### config.mk
export PLATFORM = sky130hd
export DESIGN_NAME = program_loader
export DESIGN_NICKNAME = d
export VERILOG_FILES = /design/src/rtl/loader_pkg.sv /design/src/rtl/word_assembler.sv /design/src/rtl/program_loader.sv
export SDC_FILE = /design/constraint.sdc
export NUM_CORES = 1
export LEC_CHECK = 0
export ABC_AREA = 1
export CAP_MARGIN = 20
export CORE_ASPECT_RATIO = 0.75
export CORE_MARGIN = 2
export CORE_UTILIZATION = 50
export DETAILED_ROUTE_END_ITERATION = 10
export PLACE_DENSITY = 0.82
export SLEW_MARGIN = 15
export SYNTH_ARGS = -nofsm -noshare
export SYNTH_HDL_FRONTEND = slang
export SYNTH_HIERARCHICAL = 1
export SYNTH_SLANG_ARGS = --single-unit
### constraint.sdc
create_clock -name clk -period 2.5 [get_ports clk]
set_clock_uncertainty 0.15 [all_clocks]
set_input_delay 0.375 -clock clk [delete_from_list [all_inputs] [get_ports clk]]
set_output_delay 0.375 -clock clk [all_outputs]
set_load 0.05 [all_outputs]
### src/rtl/loader_pkg.sv
// Shared types and constants for the program loader.
// Holds the frame-parsing state encoding and the word/checksum constants.
package loader_pkg;

  typedef enum logic [2:0] {
    LEN0,
    LEN1,
    DATA,
    SUM,
    DONE,
    ERR
  } state_t;

  localparam int BYTES_PER_WORD = 4;
  localparam logic [7:0] CHECKSUM_OK = 8'h00;

endpackage

### src/rtl/word_assembler.sv
// Packs a byte stream into little-endian 32-bit words.
// word_valid is raised combinationally with the 4th byte so the caller can register the write.
module word_assembler
  import loader_pkg::*;
(
  input  logic        clk,
  input  logic        reset,
  input  logic        clear,
  input  logic        byte_valid,
  input  logic [7:0]  byte_data,
  output logic        word_valid,
  output logic [31:0] word
);

  localparam logic [1:0] LAST_LANE = 2'(BYTES_PER_WORD - 1);

  logic [1:0]  lane;
  logic [23:0] partial;

  // Earlier bytes shift down so the first byte of a word ends up in bits 7:0.
  always_ff @(posedge clk) begin
    if (reset || clear) begin
      lane    <= 2'd0;
      partial <= 24'd0;
    end else if (byte_valid) begin
      lane    <= lane + 2'd1;
      partial <= {byte_data, partial[23:8]};
    end
  end

  always_comb begin
    word_valid = byte_valid && (lane == LAST_LANE);
    word       = {byte_data, partial};
  end

endmodule

### src/rtl/program_loader.sv
// Boot-time program loader: parses a length-prefixed, checksummed byte frame,
// writes the words to memory and releases the CPU reset only after a good load.
module program_loader
  import loader_pkg::*;
#(
  parameter int ADDR_WIDTH = 12
) (
  input  logic                  clk,
  input  logic                  reset,
  input  logic                  in_valid,
  input  logic [7:0]            in_data,
  output logic                  in_ready,
  input  logic                  start,
  output logic                  mem_we,
  output logic [ADDR_WIDTH-1:0] mem_addr,
  output logic [31:0]           mem_wdata,
  output logic                  cpu_reset,
  output logic                  busy,
  output logic                  done,
  output logic                  error
);

  localparam int unsigned MAX_WORDS = 2 ** ADDR_WIDTH;
  localparam logic [ADDR_WIDTH:0] ONE = {{ADDR_WIDTH{1'b0}}, 1'b1};

  state_t state, next_state;

  logic                accept;
  logic                restart;
  logic                word_valid;
  logic [31:0]         word;
  logic [7:0]          len_lo;
  logic [7:0]          sum;
  logic [7:0]          sum_next;
  logic [15:0]         full_len;
  logic [ADDR_WIDTH:0] len_words;
  logic [ADDR_WIDTH:0] word_idx;
  logic [ADDR_WIDTH:0] word_idx_next;

  assign accept        = in_valid && in_ready;
  assign restart       = start && ((state == DONE) || (state == ERR));
  assign sum_next      = sum + in_data;
  assign full_len      = {in_data, len_lo};
  assign word_idx_next = word_idx + ONE;

  word_assembler u_word_assembler (
    .clk        (clk),
    .reset      (reset),
    .clear      (restart),
    .byte_valid (accept && (state == DATA)),
    .byte_data  (in_data),
    .word_valid (word_valid),
    .word       (word)
  );

  always_ff @(posedge clk) begin
    if (reset) begin
      state <= LEN0;
    end else begin
      state <= next_state;
    end
  end

  always_comb begin
    next_state = state;
    in_ready   = 1'b0;
    busy       = 1'b0;
    done       = 1'b0;
    error      = 1'b0;
    cpu_reset  = 1'b1;
    case (state)
      LEN0: begin
        in_ready = 1'b1;
        busy     = 1'b1;
        if (accept) next_state = LEN1;
      end
      LEN1: begin
        in_ready = 1'b1;
        busy     = 1'b1;
        if (accept) begin
          if (32'(full_len) > MAX_WORDS) next_state = ERR;
          else if (full_len == 16'd0)    next_state = SUM;
          else                           next_state = DATA;
        end
      end
      DATA: begin
        in_ready = 1'b1;
        busy     = 1'b1;
        if (word_valid && (word_idx_next == len_words)) next_state = SUM;
      end
      SUM: begin
        in_ready = 1'b1;
        busy     = 1'b1;
        if (accept) next_state = (sum_next == CHECKSUM_OK) ? DONE : ERR;
      end
      DONE: begin
        done      = 1'b1;
        cpu_reset = 1'b0;
        if (start) next_state = LEN0;
      end
      ERR: begin
        error = 1'b1;
        if (start) next_state = LEN0;
      end
      default: next_state = LEN0;
    endcase
  end

  // A restart from DONE/ERR clears the datapath exactly like reset does.
  always_ff @(posedge clk) begin
    if (reset || restart) begin
      len_lo    <= 8'd0;
      sum       <= 8'd0;
      len_words <= '0;
      word_idx  <= '0;
      mem_we    <= 1'b0;
      mem_addr  <= '0;
      mem_wdata <= 32'd0;
    end else begin
      mem_we <= word_valid;
      if (accept) sum <= sum_next;
      if (accept && (state == LEN0)) len_lo <= in_data;
      if (accept && (state == LEN1)) len_words <= full_len[ADDR_WIDTH:0];
      if (word_valid) begin
        mem_addr  <= word_idx[ADDR_WIDTH-1:0];
        mem_wdata <= word;
        word_idx  <= word_idx_next;
      end
    end
  end

endmodule

==> flow_summary.yaml <==
clock_tree:
  clk_path_buf_depth: 2
  clkLatencyLatePin_ns: 0.41
  clkSlewWorstSetupHoldPaths_ns: 0.06
  cts_sinks: 116
  cts_inserted_buffers: 17
  cts-root-buf: "clkbuf_16"
  cts_setup_buffers: 0
  cts_tree: "built"
  cts_max_level: 4
synth:
  synth_top_area_cell: "dfxtp_1"
  netlist_area_sq_um: 5390
  ys_ff_latch: 116
  ys_seq_area_share_pct: 43.1
  syn_inst: 799
  synth_cell_types: 33
  synth.area.top_cells: "dfxtp_1 43%, nand2_1 19%, a21oi_1 8.1%"
  yosysTopAreaCellShare_pct: 43.1
  yosys_warnings: 6
  avgSynthCellArea_sq_um: 6.74
  syn_nets: 821
grt:
  grt-ovfl-total: 0
  grt_max_degree: 53
  first_global_vias: 4591
  antenna_found_initial: 0
  grt_pass1_wl_microns: 21700
  grt_usage_pct: 24.0
run_status:
  status: "finished, final reports clean"
sta:
  fmax_mhz: 426
  tightest_slew_ns: 0.630
  min_period_over_period_pct: 93.9
  relSlewSlack_pct: 57.9
  setup_viol: 0
  rsz0062_at_grt: "false"
  setup_ws_ns: 0.153
  period_needed_ns: 2.35
  hold_viol_final: 0
  slew_violations: 0
floorplan:
  rows: 32
  die-area_sq_um: 11600
  die_x_microns: 124
  pin_count: 62
  floorplan.initialDensity_pct: 52.0
  core_sq_um: 10400
  die_height_microns: 93.9
power:
  power_density_nw_per_um2: 795
  ir_drop_mv: 0.464
  leakage_uw: 0.00281
finish:
  mostFrequentLayoutCells: "276 x nand2_1, 116 x dfxtp_1, 95 x nor2_1"
  nNetsFinal: 880
  multi_input_area_sq_um: 2520
  instances_no_fill: 1007
  final_cell_area_sq_um: 6750
  drive_gt1_share_pct: 7.81
  area_delta_synth_final_pct: 25.3
  mostFrequentLayoutCell: "nand2_1"
  n_antenna_cell: 0
  fillCellCount: 874
  regArea_sq_um: 2320
place:
  hpwl_microns: 8750
  placedCellCount: 975
  pre_cts_ws_ns: -0.224
  detailed_place.area_sq_um: 6130
  portBuffers: 61
  routabilityCongestion: 0.891
setup_path:
  cp_slowest_cell: "clkdlybuf4s50_1"
  path_class: "register to output pin"
  cp-start-kind: "register"
  max_stage_delay_ns: 0.86
  ff2ff_setup_slack_ns: 0.27
  critPathMaxFanout: 8
  crit_arrival_ns: 1.82
  crit_path_end_kind: "output pin"
  path_cells: "inv_1, clkdlybuf4s50_1"
  cp.required_ns: 1.98
detailed_routing:
  vias: 5187
  avgRoutedWirePerCell_microns: 13.0
  drc: 0
  antenna_left: 0
  firstDrtPassIters: 5
  drt_iter0_drc: 456
  via_per_inst: 5.15
  wl_microns: 13100
flow_run:
  cap_violations: 0
hold_path:
  hp-class: "register to register"
## per-stage QoR
step / setup TNS (ns) / util, % / power (uW) / hold slack (ns)
detailed placement: -0.224 / 59.1 / 2870 / 0.301
global placement: -0.147 / 59.1 / 2860 / 0.298
floorplan: 0 / - / 2670 / 0.294
CTS: 0 / 65.1 / 5370 / 0.310
global route: 0 / 65.1 / 5600 / 0.326
finish: 0 / 65.1 / 5370 / 0.309
## critical path: cells and delay by family, from the launching register on
kind / cells / cell delay [ns]
buf+inv: 2 / 1.07
flops: 1 / 0.35
## cells in the mapped netlist
cell and n:
ha_1 9, buf_6 3, a21oi_1 87, buf_4 12
xnor2_1 2, fa_1 1, buf_2 9, nand3_1 37
o211ai_1 5, dfxtp_1 116, xor2_1 2, nand2_1 276
a31oi_1 2, clkbuf_1 18, nor2_8 2, o21ai_1 1
o21bai_2 1, or2_2 2, nor4_1 1, nor3_1 2
nor2_4 1, nand4_1 7, o21a_1 1, nand2_4 1
o21bai_1 2, inv_1 80, inv_2 3, nand2_2 3
clkinv_1 1, nor2_1 95, or3_1 1, nand3b_1 2
o21ai_0 14
## power breakdown
group | switching, uW | internal (uW)
sequential | 92.7 | 1970
combinational | 513 | 288
clock | 904 | 1600
## per-layer routing
metal / routed length [microns] / vias to the layer above / global-route usage, %
li1: - / 2618 / -
met1: 6120 / 2344 / 32.8
met2: 5690 / 207 / 36.4
met3: 1110 / 18 / 7.52
met4: 178 / 0 / 6.91
met5: 0 / - / 0
## sequential cells by signal, summed over array words and instances, names as in the netlist
register and count:
mem_addr 12, state 3, len_lo 8, mem_we 1, u_word_assembler/lane 2, u_word_assembler/partial 24
word_idx 13, sum 8, len_words 13, mem_wdata 32
## final timing paths
kind                                     end    startpoint  cells after the start
worst max-delay path                in_ready      state[2]                      2
worst min-delay path            mem_wdata[5]  mem_wdata[5]                      2
worst max register to register      state[0]   word_idx[0]                     14
worst min register to register  mem_wdata[5]  mem_wdata[5]                      2
## final cells by class
type                            instances  area share, %
Clock inverter                         14           2.61
Clock buffer                           18           6.50
Tap cell                              136           2.52
Timing Repair Buffer                   82           12.0
Sequential cell                       116           34.4
Inverter                               84           4.67
Multi-Input combinational cell        557           37.3
## cell families after synthesis
logic type | Yosys count | share of synthesized area, %
buffers and inverters | 126 | 10.2
AND/OR/NAND/NOR | 430 | 32.5
adder cells (fa/ha/maj) | 10 | 2.46
AO/OA/AOI/OAI | 113 | 11.0
flip-flops | 116 | 43.1
XOR/XNOR | 4 | 0.650
## repair_timing
item,4_1_cts,5_1_grt
hold buffers,0,0
setup endpoints to repair,1,2
resized for setup,1,2
No activity file was read; power rests on OpenSTA's default activity.
